==> src/rtl/vend_pkg.sv <==
// Shared types and coin-code constants for the parametrised vending controller.
package vend_pkg;

    typedef enum logic [1:0] {
        IDLE   = 2'd0,
        ACCUM  = 2'd1,
        VEND   = 2'd2,
        CHANGE = 2'd3
    } state_t;

    localparam logic [1:0] COIN_NONE = 2'b00;
    localparam logic [1:0] COIN_01   = 2'b01;
    localparam logic [1:0] COIN_10   = 2'b10;
    localparam logic [1:0] COIN_11   = 2'b11;

endpackage

==> src/rtl/vend_coin_dec.sv <==
// Combinational coin decoder: turns a two-bit coin code into its value in credit units.
module vend_coin_dec
    import vend_pkg::*;
#(
    parameter int CW   = 6,
    parameter int VAL1 = 1,
    parameter int VAL2 = 2,
    parameter int VAL3 = 5
) (
    input  logic [1:0]    code,
    output logic [CW-1:0] value
);

    always_comb begin
        value = '0;
        case (code)
            COIN_01: value = CW'(VAL1);
            COIN_10: value = CW'(VAL2);
            COIN_11: value = CW'(VAL3);
            default: value = '0;
        endcase
    end

endmodule

==> src/rtl/vend_ctrl_param.sv <==
// Parametrised vending controller: credit accumulation, sale, unit-pulse change and refund,
// with Moore or Mealy dispense timing selected by MEALY.
module vend_ctrl_param
    import vend_pkg::*;
#(
    parameter int CW    = 6,
    parameter int PRICE = 5,
    parameter int VAL1  = 1,
    parameter int VAL2  = 2,
    parameter int VAL3  = 5,
    parameter int MEALY = 0
) (
    input  logic          Clk,
    input  logic          Reset,
    input  logic [1:0]    D_in,
    input  logic          Cancel,
    output logic          D_out,
    output logic          Chg_pulse,
    output logic          Busy,
    output logic [CW-1:0] Credit
);

    localparam int MAXV12 = (VAL1 > VAL2) ? VAL1 : VAL2;
    localparam int MAXV   = (MAXV12 > VAL3) ? MAXV12 : VAL3;
    localparam int CWX    = CW + 1;
    localparam logic [CW:0] PRICE_X = CWX'(PRICE);

    // Credit below PRICE plus the largest coin must fit, so the register never wraps.
    generate
        if (PRICE < 1 || (PRICE + MAXV - 1) >= (2 ** CW)) begin : g_bad_params
            $error("vend_ctrl_param: PRICE must be >= 1 and PRICE+max(VAL)-1 must fit in CW bits");
        end
    endgenerate

    state_t        state;
    state_t        state_next;
    logic [CW-1:0] credit_next;
    logic [CW-1:0] coin_val;
    logic [CW:0]   sum;
    logic          coin;
    logic          sale_now;

    vend_coin_dec #(
        .CW   (CW),
        .VAL1 (VAL1),
        .VAL2 (VAL2),
        .VAL3 (VAL3)
    ) u_coin_dec (
        .code  (D_in),
        .value (coin_val)
    );

    assign coin = (D_in != COIN_NONE);
    assign sum  = {1'b0, Credit} + {1'b0, coin_val};

    always_ff @(posedge Clk) begin
        if (!Reset) begin
            state  <= IDLE;
            Credit <= '0;
        end else begin
            state  <= state_next;
            Credit <= credit_next;
        end
    end

    always_comb begin
        state_next  = state;
        credit_next = Credit;
        sale_now    = 1'b0;
        case (state)
            IDLE, ACCUM: begin
                // Cancel has priority; a coin arriving alongside it is dropped.
                if (Cancel) begin
                    if (state == ACCUM && Credit != '0) begin
                        state_next = CHANGE;
                    end
                end else if (coin) begin
                    if (sum >= PRICE_X) begin
                        sale_now    = 1'b1;
                        state_next  = VEND;
                        credit_next = CW'(sum - PRICE_X);
                    end else begin
                        state_next  = ACCUM;
                        credit_next = sum[CW-1:0];
                    end
                end
            end
            VEND: begin
                state_next = (Credit != '0) ? CHANGE : IDLE;
            end
            CHANGE: begin
                credit_next = Credit - CW'(1);
                if (Credit <= CW'(1)) begin
                    state_next  = IDLE;
                    credit_next = '0;
                end
            end
            default: begin
                state_next  = IDLE;
                credit_next = '0;
            end
        endcase
    end

    assign Busy      = (state == VEND) || (state == CHANGE);
    assign Chg_pulse = (state == CHANGE);

    generate
        if (MEALY != 0) begin : g_mealy
            assign D_out = sale_now && Reset;
        end else begin : g_moore
            assign D_out = (state == VEND);
        end
    endgenerate

endmodule

==> config.mk <==
export PLATFORM = sky130hd
export DESIGN_NAME = vend_ctrl_param
export DESIGN_NICKNAME = d
export VERILOG_FILES = /design/src/rtl/vend_pkg.sv /design/src/rtl/vend_coin_dec.sv /design/src/rtl/vend_ctrl_param.sv
export SDC_FILE = /design/constraint.sdc
export NUM_CORES = 1
export LEC_CHECK = 0
export ABC_AREA = 1
export CORE_UTILIZATION = 57
export CTS_CLUSTER_DIAMETER = 200
export DETAILED_ROUTE_END_ITERATION = 8
export PLACE_DENSITY = 0.84
export SYNTH_ARGS = -nofsm -noshare
export SYNTH_HDL_FRONTEND = slang
export SYNTH_SLANG_ARGS = --single-unit
==> constraint.sdc <==
create_clock -name Clk -period 4 [get_ports Clk]
set_input_delay 1 -clock Clk [delete_from_list [all_inputs] [get_ports Clk]]
set_output_delay 1 -clock Clk [all_outputs]
set_load 0.02 [all_outputs]
Word-level counts from Yosys, hierarchy flattened
Cells that the tools add are included.
- $add $sub $neg: 3
- order comparisons: 2
- mux-type cells: 13
- equal/unequal tests: 11
- reductions and logical operators: 9
- operators with widths (cell ; count):
    $mux W6 ; 4
    $mux W2 ; 6
    $pmux W6 S2 ; 1
    $pmux W3 S3 ; 1
    $eq A2 B2 Y1 const B ; 4
    $add A6 B3 Y7 ; 1
    $ge A7 B3 Y1 const B ; 1
    $le A6 B1 Y1 const B ; 1
    $ne A3 B3 Y1 const B ; 2
    $pmux W2 S3 ; 1
    $reduce_and A3 Y1 ; 2
    $reduce_bool A6 Y1 ; 1
    $sub A6 B1 Y6 const B ; 1
    $sub A6 B3 Y6 const B ; 1
    $eq A2 B1 Y1 const B ; 2
    $ne A2 B2 Y1 const B ; 2
    $reduce_bool A2 Y1 ; 2
    $logic_not A2 Y1 ; 1
    $ne A2 B1 Y1 const B ; 1
    $reduce_or A2 Y1 ; 1
    $logic_and A1 B1 Y1 ; 1
    $logic_or A1 B1 Y1 ; 1
- logic and storage cells: 40
- output and inout port bits: 9
- register bits: 8

Depth between registers and ports, before layout
Gate-level depths: netlist (run 1).
- word-level depth: 8
- mapped depth: 16
- mapped depth without buffers: 16

Hierarchy
A second synthesis (run 1) with hierarchy kept.
- cell total of the unflattened synthesis: 156
- area, all modules: 1059.8 um2
- by module, submodules not included (module ; instances ; sequential area each (um2) ; area each (um2) ; cells each):
    vend_ctrl_param ; 1 ; 160.2 ; 1014.7 ; 147
    vend_coin_dec ; 1 ; 0.0 ; 45.0 ; 9

Least setup slack after synthesis (run 1)
OpenSTA, ideal clock, no wires.
- path kind: input to register
- start point: input port D_in[0]
- end point: register Credit[2]
- required time: 3880 ps
- path buffers: 0
- stages: 14
- setup slack: 1366 ps
- library setup time: 120 ps
- arrival time: 2514 ps
- cells stage by stage: ha_1 -> fa_1 -> inv_1 -> ha_1 -> inv_1 -> nor2_2 -> nand2_1 -> nand2_1 -> inv_2 -> nand2_4 -> nand2_1 -> nand2_1 -> nand2_1 -> a21oi_1
- longest elaborated chain between the ends: 8
- elaborated cells between the ends (all ways): 14
- those cells by class: add/sub: 2; order compare: 1; eq/ne: 4; mux: 5; reduce/logical: 2
- ends and longest elaborated chain (element ; line ; RTL):
    start, declared ; vend_ctrl_param.sv:15 ; input logic [1:0] D_in,
    $eq A2 B2 Y1 or $eq A2 B1 Y1 (tied branches) ; vend_coin_dec.sv:16 ; case (code)
    $pmux W3 S3 ; vend_coin_dec.sv:16 ;
    $add A6 B3 Y7 ; vend_ctrl_param.sv:54 ; assign sum = {1'b0, Credit} + {1'b0, coin_val};
    $sub A6 B3 Y6 or $ge A7 B3 Y1 (tied branches) ; vend_ctrl_param.sv:81, vend_ctrl_param.sv:78 ;
    $mux W6 ; vend_ctrl_param.sv:78 ; if (sum >= PRICE_X) begin
    $mux W6 ; vend_ctrl_param.sv:77 ; end else if (coin) begin
    $mux W6 ; vend_ctrl_param.sv:73 ; if (Cancel) begin
    $pmux W6 S2 ; vend_ctrl_param.sv:70 ; case (state)
    end signal, assigned ; vend_ctrl_param.sv:62 ; Credit <= credit_next;
    end, declared ; vend_ctrl_param.sv:20 ; output logic [CW-1:0] Credit
Several ways; a longest one is shown, not always the timed one. The select of a mux whose other input is x is not followed.
A chain may end at the register's enable or synchronous reset.

Worst setup path in the final report (run 1)
- start point: input port D_in[0]
- end point: register Credit[4]
The elaborated chain is that of the path after synthesis.

==> summary by stage, run 1 <==
Synth
The share of the synthesized area in the top cell type is 17.0%. Yosys attributes the largest share of cell area to sky130_fd_sc_hd__dfxtp_1 (17%), sky130_fd_sc_hd__ha_1 (9.3%), sky130_fd_sc_hd__nand3_1 (9.0%). Of the synthesized area, sequential elements account for 17.0%.

Yosys printed 0 warnings. The post-synthesis cell area is 941 um^2. The synthesized netlist net count is 158. The mean instance size in the synthesized netlist is 6.49 um^2.

The number of different library cells used by synthesis comes to 29. The largest total area in the synthesized netlist belongs to sky130_fd_sc_hd__dfxtp_1. The total of flip-flops plus latches after synthesis is 8. After technology mapping, the gate count stands at 145.

Min path
The class of the worst hold path is reg2reg. The hold path startpoint is state[0]$_SDFFE_PN0P_.

Global routing
The wire length of the first global-routing pass is 4010 um. For this run, the total global-route usage over all layers was measured as 28.8%. The number of antenna violations at the first check in global routing is 0. The via count of the first global-routing pass was 970. Entering global routing, the biggest net connects 10 pins. After global routing the overflow that remains totals 0.

Setup path
The slowest stage cell on the critical path is sky130_fd_sc_hd__fa_1. The worst setup path is of the in2reg kind. The worst setup path is launched from an input pin. The origin of the critical flop-to-flop path is Credit[0]$_SDFFE_PN0P_.

Together, buffers and inverters on the worst path number 2. Along the worst path, the maximum fanout reaches 4. The critical path data arrival time is 3.20 ns. The cell family contributing the most delay on the critical path is adder cells.

In this run the worst setup path begins at D_in[0]. Traced cell by cell, the critical path runs through clkdlybuf4s50_1 -> ha_1 -> fa_1 -> inv_1 -> ha_1 -> o21ai_0 -> xor2_1 -> nand3_1 -> a21oi_1. The required time of the worst setup path is 4.19 ns. The kind of end point of the critical path is a register.

The longest individual stage delay on the worst path is 0.52 ns. By instance count, the cell type seen most on the critical path is sky130_fd_sc_hd__ha_1.

Layout
The library cells used most frequently in the layout, excluding fill and tap cells, are sky130_fd_sc_hd__nand2_1 (22), sky130_fd_sc_hd__inv_1 (19), sky130_fd_sc_hd__nand3_1 (17), sky130_fd_sc_hd__clkdlybuf4s50_1 (13). The count of antenna diodes in the layout is 0. The post-route netlist has 16.9% of its cells at a drive strength greater than 1. Compared with the post-synthesis result, the final layout area differs by 18.0%. The number of nets in the finished design is 175. Leaving out fill and tap cells, the most frequent cell in the layout is sky130_fd_sc_hd__nand2_1.

The final cell count without fillers is 176.

Timing
The summed negative setup slack over all endpoints is 0 ns. The worst setup slack after layout is 0.985 ns. The relative slew slack is 75.1%. Setup repair after global routing left no endpoint under its margin. For the finished layout, the period the worst path requires is 3.02 ns. Hold timing on the final database bottoms out at a slack of 0.607 ns.

The worst-margin pin slew is 0.371 ns. Between clock sinks in the finished design, the worst skew comes to 0.00179 ns. The number of hold violations in the final report is 0. The timing-limited maximum frequency is 332 MHz.

Setup violations remaining at the end of the flow were counted as 0. The total count of max-transition violations in the final report is 0. The final clock period utilization by the worst path is 75.4%.

Detailed routing
After detailed routing, the number of remaining DRC violations is 0. The detail route stage leaves a number of antenna-violating nets equal to 0. The wire length per cell is 12.9 um. The number of iterations in the first detailed-routing pass is 4. After the first detailed-routing iteration, the DRC count stood at 43. Using the TritonRoute via totals, the vias-per-cell ratio works out to 5.64.

Across all layers, the routed design uses 993 vias. The total wire length after detailed routing is 2270 um.

Placement
The congestion estimate from routability-driven global placement came to 0.858. The number of instances in the placed design is 173. OpenSTA, run right after detailed placement, puts the worst setup slack at 0.730 ns.

Detailed placement finished with a half-perimeter wire length of 1840 um. Input and output buffers added on the ports amount to 13.

Clock tree
The buffers inserted during post-CTS setup optimization is 0. The clock network latency to the later pin of the worst-skew pair is 0.26 ns. The number of CTS-inserted buffers is 3. The number of buffers between clock root and the deepest sink is 2.

The number of clock sinks seen by CTS is 8. Post-CTS repair changed the size of 0 cells. Hold repair after CTS inserted 0 buffers. The register clock-pin slew on the reported worst setup and hold paths is 0.05 ns. The clock root buffer is sky130_fd_sc_hd__clkbuf_4. The depth of the CTS H-tree is 1. The clock tree from TritonCTS is built.

Die
The core area is 1520 um^2. In this run the horizontal extent of the chip is 42.6 um. The full die area is 1820 um^2. During I/O placement, the number of pins put on the boundary was 14. The initialized floorplan defines 14 standard-cell rows.

From bottom edge to top edge, the die measures 42.6 um. Once the floorplan was initialized, standard cells occupied 61.7% of the core.

Pwr
The static leakage power is 0.552 nW. Power spread over the standard cell area amounts to 937 nW/um^2. Across the VDD grid, the largest voltage drop is 0.508 mV. The sum of internal, switching and leakage power is 0.00104 W.

Flow run
The reported max-cap violation count is 0.

Outcome
The run finished with clean final reports.
[through the flow]
stage	cell area, um^2	utilization (%)
2_1_floorplan	941	-
3_3_place_gp	1090	71.3
3_5_place_dp	1090	71.3
4_1_cts	1110	72.8
5_1_grt	1110	72.8
6_report	1110	72.8
[cell type report]
type                            count  area [um^2]
Fill cell                         142          414
Timing Repair Buffer               13          130
Multi-Input combinational cell    108          672
Tap cell                           16         20.0
Clock buffer                        3         22.5
Sequential cell                     8          160
Inverter                           28          105
[registers in the layout, summed over array words and instances (netlist names)]
name	cells
Credit	6
state	2
[worst register-to-register path, stage by stage, from the launching register on]
cell and delay (ns):
sky130_fd_sc_hd__dfxtp_1 0.42, sky130_fd_sc_hd__ha_1 0.24, sky130_fd_sc_hd__fa_1 0.45, sky130_fd_sc_hd__inv_1 0.12, sky130_fd_sc_hd__ha_1 0.15, sky130_fd_sc_hd__inv_1 0.04, sky130_fd_sc_hd__nor2_2 0.08, sky130_fd_sc_hd__nand2_1 0.05
sky130_fd_sc_hd__nand2_1 0.07, sky130_fd_sc_hd__inv_2 0.07, sky130_fd_sc_hd__nand2_4 0.10, sky130_fd_sc_hd__nand2_1 0.05, sky130_fd_sc_hd__nand2_1 0.05, sky130_fd_sc_hd__nand2_1 0.05, sky130_fd_sc_hd__a21oi_1 0.14
[per-layer routing]
layer  share of wire (%)  vias up  global-route usage [%]
met3                 6.3        4                    7.33
met4                 1.6        0                    11.3
met1                  43      445                    32.1
li1                    -      502                       -
met5                   0        -                       0
met2                  49       42                    51.2
[cells by family (layout without fill, tap and decap cells)]
group                      count (synthesis)  in the layout  share of synthesized area [%]
and+or+nand+nor                           64             64                           36.4
AOI/OAI and AO/OA                         29             29                           17.0
buffers and inverters                     29             44                           11.6
adders and majority gates                  8              8                           11.4
DFF                                        8              8                           17.0
xor gates and xnor gates                   7              7                           6.52
[synth_stat cells]
library cell / instances
sky130_fd_sc_hd__nand2_1: 22
sky130_fd_sc_hd__inv_1: 19
sky130_fd_sc_hd__nand3_1: 17
sky130_fd_sc_hd__a21oi_1: 12
sky130_fd_sc_hd__o21ai_0: 12
sky130_fd_sc_hd__inv_2: 9
sky130_fd_sc_hd__nor2_1: 9
sky130_fd_sc_hd__dfxtp_1: 8
sky130_fd_sc_hd__ha_1: 7
sky130_fd_sc_hd__nand2_2: 4
sky130_fd_sc_hd__xnor2_1: 4
sky130_fd_sc_hd__xor2_1: 3
sky130_fd_sc_hd__a21oi_2: 2
sky130_fd_sc_hd__nand4_1: 2
sky130_fd_sc_hd__a21boi_1: 1
sky130_fd_sc_hd__a31oi_1: 1
sky130_fd_sc_hd__and2_1: 1
sky130_fd_sc_hd__clkbuf_1: 1
sky130_fd_sc_hd__fa_1: 1
sky130_fd_sc_hd__nand2_4: 1
sky130_fd_sc_hd__nand3_2: 1
sky130_fd_sc_hd__nand3_4: 1
sky130_fd_sc_hd__nor2_2: 1
sky130_fd_sc_hd__nor2_4: 1
sky130_fd_sc_hd__nor2_8: 1
sky130_fd_sc_hd__nor3_1: 1
sky130_fd_sc_hd__nor3_2: 1
sky130_fd_sc_hd__o21ai_2: 1
sky130_fd_sc_hd__or2_2: 1
[worst paths after layout]
check,endpoint,slack (ns),depth (start not counted)
setup / recovery,Credit[4]$_SDFFE_PN0P_,0.98,9
hold / removal,state[0]$_SDFFE_PN0P_,0.61,2
setup reg to reg,Credit[2]$_SDFFE_PN0P_,1.84,14
hold reg to reg,state[0]$_SDFFE_PN0P_,0.61,2
[power breakdown]
group          switching (W)   total, W  internal, W
Sequential         0.0000622   0.000178     0.000115
Clock              0.0000297  0.0000642    0.0000345
Combinational       0.000481   0.000798     0.000317
No activity file was read; power rests on OpenSTA's default activity.
==> inputs of run 2 (changes only) <==
--- a/config.mk
+++ b/config.mk
@@ -6,10 +6,10 @@
 export NUM_CORES = 1
 export LEC_CHECK = 0
 export ABC_AREA = 1
-export CORE_UTILIZATION = 57
+export CORE_UTILIZATION = 48
 export CTS_CLUSTER_DIAMETER = 200
 export DETAILED_ROUTE_END_ITERATION = 8
-export PLACE_DENSITY = 0.84
+export PLACE_DENSITY = 0.76
 export SYNTH_ARGS = -nofsm -noshare
 export SYNTH_HDL_FRONTEND = slang
 export SYNTH_SLANG_ARGS = --single-unit
==> constraint.sdc (replaced) <==
create_clock -name Clk -period 2.7 [get_ports Clk]
set_input_delay 0.675 -clock Clk [delete_from_list [all_inputs] [get_ports Clk]]
set_output_delay 0.675 -clock Clk [all_outputs]
set_load 0.02 [all_outputs]
==> run 2 against run 1 <==
Net effect: hold slack gained 0.0019 ns; power grew 60%; flip-flop and latch count is the same; via count grew 2.2%.
==> summary by stage, run 2 (same netlist as run 1, synthesis figures left out) <==
Setup path
The critical path data arrival time is 2.74 ns (-0.46 ns). The critical-path maximum fanout is 7 (+3). The kind of end point of the critical path is a register.

The slowest stage of the critical path is the sky130_fd_sc_hd__clkdlybuf4s50_1 cell. STA classifies the critical path startpoint as an input pin. On the critical path the largest part of the delay comes from buffers and inverters.

The critical path goes through clkdlybuf4s50_1 -> inv_1 -> nor2_4 -> fa_1 -> buf_4 -> o21ai_4 -> nand3_4 -> nor2_8 -> nand2_4 -> nand2_1 -> nand3_1 -> a21oi_2. The longest individual stage delay on the worst path is 0.48 ns (-0.04 ns). The number of buffers and inverters on the critical path is 3 (+1). The worst setup path is of the in2reg kind. The required time of the worst setup path was 2.90 ns (-1.29 ns).

Clock tree
The number of CTS-inserted buffers is 3 (unchanged). The number of clock sinks seen by CTS was 8 (unchanged). The clock tree from TritonCTS is built. The register clock-pin slew on the reported worst setup and hold paths is 0.06 ns (about the same). The buffers inserted during post-CTS setup optimization came to 0 (unchanged). The depth of the CTS H-tree is 1 (unchanged).

The number of buffers between clock root and the deepest sink is 2 (unchanged). The cell sitting at the root of the clock tree is a sky130_fd_sc_hd__clkbuf_4. The clock network latency to the later pin of the worst-skew pair was 0.27 ns (about the same).

Global routing
The via count of the first global-routing pass is 856 (-12%). The combined global-route utilization of all metal layers is 25.8% (-3.0 points). The number of antenna violations at the first check in global routing is 0 (unchanged). The wire length of the first global-routing pass was 3860 um (-3.6%). The largest net degree at the start of global routing is 10 (unchanged). The remaining global-route overflow is 0 (unchanged).

Layout
The final design area excluding fillers came to 1230 um^2 (+11%). More flip-flops sit in one register than any other, and that register is Credit. The share of cells above drive strength 1 came to 25.1% (+8.3 points).

The flip-flop count of the largest register after layout was 6 (unchanged). Leaving out fill and tap cells, the most frequent cell in the layout is sky130_fd_sc_hd__nand2_1. The number of nets in the finished design is 186 (+6.3%). The area added between synthesis and finish is 30.7%. In the layout the commonest cells are sky130_fd_sc_hd__nand2_1 (22), sky130_fd_sc_hd__inv_1 (18), sky130_fd_sc_hd__nand3_1 (17), sky130_fd_sc_hd__o21ai_0 (12), sky130_fd_sc_hd__clkdlybuf4s50_1 (12).

The final cell count without fillers is 196 (+11%). The largest registers in the layout are Credit (6), state (2). The number of filler cells placed in the layout is 155 (+9.2%). The count of antenna diodes in the layout is 0 (unchanged).

Pwr
The largest vdd supply drop was 0.858 mV (+69%). The static leakage power came to 0.611 nW (+11%). The power density of the placed cells was 1360 nW/um^2 (+45%).

Timing
The relative slew slack was 71.5% (-3.6 points). The worst path in the final design needs a cycle of 2.54 ns, including I/O delays and setup. The worst-margin pin slew is 0.425 ns (+0.0539 ns). The number of setup violations in the final report came to 0 (unchanged). For this run, the top clock speed supported by timing is 394 MHz.

The worst setup slack after layout is 0.159 ns (-0.826 ns). The summed negative setup slack over all endpoints was 0 ns (unchanged). The hold slack is 0.609 ns (+0.00189 ns). In the finished design, the share of the clock period the worst path needs comes to 94.1%. Setup repair after global routing left no endpoint under its margin.

The total count of max-transition violations in the final report is 0 (unchanged). The number of hold violations in the final report is 0 (unchanged). The worst clock skew is 0.0110 ns (+0.00918 ns).

Die
The horizontal extent of the die is 46.3 um (+8.6%). The number of I/O pins is 14 (unchanged). The height of the die is 46.3 um (+8.6%). The core area is 1780 um^2 (+17%). The initial standard-cell utilization of the core is 52.8% (-9.0 points). The full die area is 2140 um^2 (+18%). The floorplan row count is 15 (+1).

Placement
The half-perimeter wire length after detailed placement is 1880 um (+2.1%). The minimum setup slack after placement is -0.234 ns (-0.964 ns). The routability congestion estimate from global placement came to 0.892 (+4.0%). The placed standard-cell area is 1180 um^2 (+8.6%).

The quantity of I/O buffers inserted on ports is 13 (unchanged). The number of instances in the placed design is 193 (+12%).

Detailed routing
The iteration-0 DRC count of the detailed router is 39 (-9.3%). The total wire length after detailed routing came to 2410 um (+6.1%). The remaining antenna violation count came to 0 (unchanged). The wire length per cell is 12.3 um (-4.7%). The per-cell via count in the routed design came to 5.18 (-8.2%). The number of iterations in the first detailed-routing pass is 4 (unchanged).

The post-detailed-route DRC marker count is 0 (unchanged). The total via count after detailed routing is 1015 (+2.2%).

Min path
The path class of the tightest hold or removal check is reg2reg.

Flow run
The reported max-cap violation count came to 0 (unchanged).

Outcome
The run finished with clean final reports.
run 2: layout make-up:
class,instances,area (um^2),share of cell area [%]
Tap cell,25,31.3,2.54
Inverter,28,105,8.55
Sequential cell,8,160,13.0
Timing Repair Buffer,24,215,17.5
Multi-Input combinational cell,108,696,56.6
Clock buffer,3,22.5,1.83
run 2: power by group:
group | switching (W) | internal (W) | leakage (nW)
Sequential | 0.0000933 | 0.000171 | 0.0664
Combinational | 0.000738 | 0.000564 | 0.531
Clock | 0.0000512 | 0.0000514 | 0.0138
Total | 0.000882 | 0.000786 | 0.611
run 2: worst min-delay path, stage by stage (launching register included):
cell                      delay (ns)
sky130_fd_sc_hd__dfxtp_1        0.34
sky130_fd_sc_hd__o21ai_0        0.17
sky130_fd_sc_hd__a21oi_1        0.05
run 2: what timing repair did:
action                                  in CTS  in global routing
resized for setup                            0                  8
hold buffers                                 0                  0
endpoints found under the setup margin       0                  7
run 2: routing by layer:
layer | up-vias | wire (um) | share of wire (%) | GRT usage (%)
met1 | 460 | 1110 | 46 | 34.5
met4 | 0 | 12 | 0.50 | 7.06
met2 | 27 | 1120 | 46 | 40.0
met3 | 2 | 164 | 6.8 | 7.45
met5 | - | 0 | 0 | 0
li1 | 526 | - | - | -
run 2: final timing paths:
path | startpoint | to | slack (ns) | depth (start not counted)
min | state[0]$_SDFFE_PN0P_ | state[0]$_SDFFE_PN0P_ | 0.61 | 2
max | D_in[1] | Credit[1]$_SDFFE_PN0P_ | 0.16 | 12
max reg2reg | Credit[0]$_SDFFE_PN0P_ | Credit[1]$_SDFFE_PN0P_ | 0.56 | 10
min reg2reg | state[0]$_SDFFE_PN0P_ | state[0]$_SDFFE_PN0P_ | 0.61 | 2
run 2: metrics by stage:
step	util, %	total power [W]
finish	69.0	0.00167
global route	69.0	0.00183
CTS	67.5	0.00164
detailed placement	66.2	0.00153
global placement	66.2	0.00150
floorplan	-	0.00114
==> inputs of run 3 (changes only) <==
--- a/config.mk
+++ b/config.mk
@@ -5,11 +5,10 @@
 export SDC_FILE = /design/constraint.sdc
 export NUM_CORES = 1
 export LEC_CHECK = 0
-export ABC_AREA = 1
 export CORE_UTILIZATION = 48
 export CTS_CLUSTER_DIAMETER = 200
 export DETAILED_ROUTE_END_ITERATION = 8
-export PLACE_DENSITY = 0.76
+export PLACE_DENSITY = 0.75
 export SYNTH_ARGS = -nofsm -noshare
 export SYNTH_HDL_FRONTEND = slang
 export SYNTH_SLANG_ARGS = --single-unit
==> run 3 against run 2 <==
Net effect: the run now ends with negative setup slack left; clock power hardly changed; area after synthesis rose by 5.1%; clock skew is 0.0074 ns lower; critical path type unchanged; sequential share of layout area is 2.6 points lower; setup slack got worse by 0.28 ns; register-to-register slack worse by 0.52 ns; die area grew 4.8%; cell count rose by 2.0%; hold slack improved by 0.041 ns; critical path depth shrank 2; wire length up 61%.
==> summary by stage, run 3 <==
Setup path
The critical-path maximum fanout was 3 (-4). The kind of end point of the critical path is a register. The critical setup path kind is in2reg. The critical path launch point type is an input pin. The signal on the critical path passes through buf_8 -> ha_4 -> fa_1 -> inv_2 -> ha_4 -> or3_4 -> a211oi_4 -> o2111a_2 -> mux2i_1 -> o32ai_1. Tracing the worst setup path back leads to its startpoint at D_in[0]. The longest individual stage delay on the worst path is 0.54 ns (+0.06 ns). The largest delay contributor family on the critical path is adder cells. The required time of the worst setup path is 2.86 ns (-0.04 ns). The critical path data arrival time came to 2.98 ns (+0.24 ns).

The slowest stage cell on the critical path is sky130_fd_sc_hd__fa_1. The startpoint identified for the worst register-to-register timing path is Credit[0]$_SDFFE_PN0P_. The number of stages on the worst setup path is 10 (-2). The count of cells along the worst register-to-register path is 9 (-1). The number of buffers and inverters on the critical path came to 2 (-1). The cell with the most instances on the worst path is sky130_fd_sc_hd__ha_4.

Timing
Setup repair after global routing could not meet its margin everywhere. The timing-limited maximum frequency was 355 MHz (-9.9%). The relative slew slack is 71.3% (-0.22 points). The worst-margin pin slew is 0.429 ns (+0.00363 ns). The number of hold violations in the final report is 0 (unchanged). The worst clock skew came to 0.00361 ns (-0.00736 ns). The total count of max-transition violations in the final report is 0 (unchanged). The number of setup violations in the final report is 5 (+5). The final clock period utilization by the worst path was 104% (+10 points). The minimum clock period is 2.82 ns (+0.279 ns). The worst setup slack after layout came to -0.120 ns (-0.279 ns).

Pwr
The sum of internal, switching and leakage power is 0.00238 W (+42%). The internal power component was 0.00122 W (+55%). The clock group share of total power is 4.4% (-1.8 points). The static leakage power came to 0.613 nW (+0.28%). The power density of the placed cells is 1550 nW/um^2 (+14%). The largest vdd supply drop is 0.895 mV (+4.3%). The fraction of power spent switching nets is 48.9% (-4.0 points). The power spent charging and discharging nets is 0.00116 W (+32%). The sequential share of power was 10.3% (-5.5 points). The share of total power in combinational logic is 85.3% (+7.3 points).

Synth
The fraction of the yosys area taken by sequential cells is 16.2% (-0.82 points). The share of the synthesized area in the top cell type is 16.2% (-0.82 points). The most frequent cell after synthesis is sky130_fd_sc_hd__nor2_1. The synthesized netlist net count is 144 (-8.9%). The unique cell type count in the Yosys netlist is 49 (+69%).

The share of cell area taken by muxes after synthesis is 3.16% (+3.2 points). The cell count after synthesis is 131 (-9.7%). The total of flip-flops plus latches after synthesis is 8 (unchanged).

The post-synthesis cell area is 988 um^2 (+5.1%). Counting instances in the post-synthesis netlist gives the leading cell types as sky130_fd_sc_hd__nor2_1 (11), sky130_fd_sc_hd__a21oi_1 (9), sky130_fd_sc_hd__nand2_1 (9). The compound-gate portion of the synthesized area is 35.3% (+18 points).

The mean instance size in the synthesized netlist was 7.55 um^2 (+16%). The simple-gate share of the synthesized area is 23.3% (-13 points). The most area-hungry cell type in the Yosys netlist is sky130_fd_sc_hd__dfxtp_1. The xor and xnor fraction of the mapped netlist area came to 2.66% (-3.9 points). The synthesized-area fraction occupied by adder cells is 10.9% (-0.55 points). The most used flip-flop cell after synthesis is sky130_fd_sc_hd__dfxtp_1. The post-synthesis async set-or-reset flop share was 0% (unchanged). Yosys attributes the largest share of cell area to sky130_fd_sc_hd__dfxtp_1 (16%), sky130_fd_sc_hd__ha_1 (8.9%), sky130_fd_sc_hd__a21oi_1 (4.6%). The synthesis warning total is 0 (unchanged). The number of enable flip-flop cells after synthesis is 0 (unchanged).

The largest family of logic cells by synthesized area is compound AO/OA/AOI/OAI gates.

Outcome
The final reports fail on negative setup slack. The run finished, with violations left.

Clock tree
The number of hold buffers added after cts is 0 (unchanged). The clock network latency to the later pin of the worst-skew pair is 0.27 ns (about the same). The register clock-pin slew on the reported worst setup and hold paths is 0.07 ns (about the same). The depth of the CTS H-tree is 1 (unchanged).

The clock root buffer is sky130_fd_sc_hd__clkbuf_4. The number of buffers between clock root and the deepest sink is 2 (unchanged). The number of CTS-inserted buffers came to 3 (unchanged). TritonCTS built the clock tree.

The number of clock sinks seen by CTS is 8 (unchanged).

Global routing
The via count of the first global-routing pass is 1130 (+32%). The remaining global-route overflow is 0 (unchanged). The met3 track demand over resource in global routing was 3.46% (-4.0 points). The number of antenna violations at the first check in global routing came to 0 (unchanged). The met2 track utilization from global routing is 55.3% (+15 points). The met1 track demand over resource is 38.5% (+4.0 points). The wire length of the first global-routing pass is 4990 um (+29%).

The routing layer with the top usage in global route is met2. The combined global-route utilization of all metal layers is 32.3% (+6.5 points). The largest net degree at the start of global routing is 17 (+7).

Layout
The library cells used most frequently in the layout, excluding fill and tap cells, are sky130_fd_sc_hd__buf_4 (31), sky130_fd_sc_hd__nor2_1 (11), sky130_fd_sc_hd__clkdlybuf4s50_1 (11), sky130_fd_sc_hd__nand2_1 (9). The flip-flop and latch area is 160 um^2 (unchanged). The share of cells above drive strength 1 is 35.8% (+11 points).

The number of filler cells placed in the layout was 139 (-10%). Leaving out fill and tap cells, the most frequent cell in the layout is sky130_fd_sc_hd__buf_4. The area added between synthesis and finish is 55.2%. The flip-flop count of the largest register after layout came to 6 (unchanged). The count of antenna diodes in the layout was 0 (unchanged).

The largest registers in the layout are Credit (6), state (2). Ranked by flip-flop count, first place goes to Credit. The area taken by multi-input logic gates came to 898 um^2 (+29%). The number of nets in the finished design was 188 (+1.1%). The final design utilization is 79.0% (+10 points).

Min path
The hold path startpoint is state[0]$_SDFFE_PN0P_. The class of the worst hold path is reg2reg. The hold path depth was 2 (unchanged).

Die
The horizontal extent of the die is 47.4 um (+2.4%). The height of the die is 47.4 um (+2.4%). The full die area came to 2240 um^2 (+4.8%). The core area came to 1940 um^2 (+8.9%). The initial standard-cell utilization of the core is 50.9% (-1.9 points).

The floorplan row count came to 16 (+1). The number of I/O pins was 14 (unchanged).

Detailed routing
The total via count after detailed routing came to 1324 (+30%). The remaining antenna violation count is 0 (unchanged). The wire length per cell is 19.4 um (+58%). The iteration-0 DRC count of the detailed router is 46 (+18%).

The total wire length after detailed routing is 3880 um (+61%). The per-cell via count in the routed design came to 6.62 (+28%). The post-detailed-route DRC marker count is 0 (unchanged). The number of iterations in the first detailed-routing pass is 4 (unchanged).

Placement
The minimum setup slack after placement is -0.776 ns (-0.542 ns). The routability congestion estimate from global placement is 0.886 (-0.67%). The quantity of I/O buffers inserted on ports was 13 (unchanged). The half-perimeter wire length after detailed placement came to 2400 um (+28%).

Flow run
The reported max-cap violation count was 0 (unchanged).
-- run 3: cell types whose count changed after synthesis, sizes merged, moves of 4 or more --
cell,before,now
nand2,27,9
inv,28,9
o32ai,0,4
or4,0,4
a21oi,14,9
nand3,19,2
o21ai,13,7
buf,0,5
-- run 3: kinds of logic after synthesis --
logic type               count (synthesis)
AO/OA/AOI/OAI                           49
multiplexers                             3
flip-flops                               8
AND/OR/NAND/NOR                         44
XOR/XNOR                                 3
adder cells (fa/ha/maj)                  8
buffers and inverters                   16
-- run 3: power groups by stage --
stage          clock network (W)  registers, W  logic (W)
2_1_floorplan                  0      0.000310   0.000944
3_3_place_gp                   0      0.000238    0.00158
5_1_grt                 0.000107      0.000251    0.00215
3_5_place_dp                   0      0.000241    0.00163
6_report                0.000105      0.000244    0.00203
4_1_cts                 0.000102      0.000239    0.00179
-- run 3: routing by layer --
layer  wire length [um]  part of all wire [%]
met1               1470                    38
met2               1920                    49
met3                308                   7.9
met4                177                   4.6
met5                  0                     0
-- run 3: layout make-up --
type | instances | area share [%]
inverter | 9 | 2.20
tap | 27 | 2.20
timing repair buffer | 46 | 25.1
clock buffer | 3 | 1.47
multi-input combinational | 107 | 58.6
sequential | 8 | 10.4
-- run 3: path summary, 6_finish.rpt --
check / slack (ns) / endpoint
worst min register to register: 0.65 / state[0]$_SDFFE_PN0P_
worst min-delay path: 0.65 / state[0]$_SDFFE_PN0P_
worst max-delay path: -0.12 / Credit[1]$_SDFFE_PN0P_
worst max register to register: 0.04 / Credit[1]$_SDFFE_PN0P_
-- run 3: through the flow --
| step | instance area [um^2] | TNS [ns] | hold WS, ns | instances |
|---|---|---|---|---|
| finish | 1530 | -0.365 | 0.650 | 200 |
| global route | 1530 | -0.594 | 0.711 | 200 |
| CTS | 1470 | -0.0926 | 0.630 | 199 |
| detailed placement | 1340 | -5.70 | 0.609 | 192 |
| global placement | 1340 | -5.35 | 0.595 | 192 |
| floorplan | 1020 | -0.303 | 0.562 | 131 |
-- run 3: worst min-delay path, stage by stage (launching register included) --
cell	delay, ns
sky130_fd_sc_hd__dfxtp_1	0.40
sky130_fd_sc_hd__o31ai_1	0.12
sky130_fd_sc_hd__a21oi_2	0.09
-- run 3: what timing repair did --
action | 4_1_cts | 5_1_grt
resized for setup | 27 | 8
gates cloned | 0 | 0
buffers inserted | 4 | 1
endpoints found under the hold margin | 0 | 0
pin swaps | 12 | 9
endpoints found under the setup margin | 8 | 8
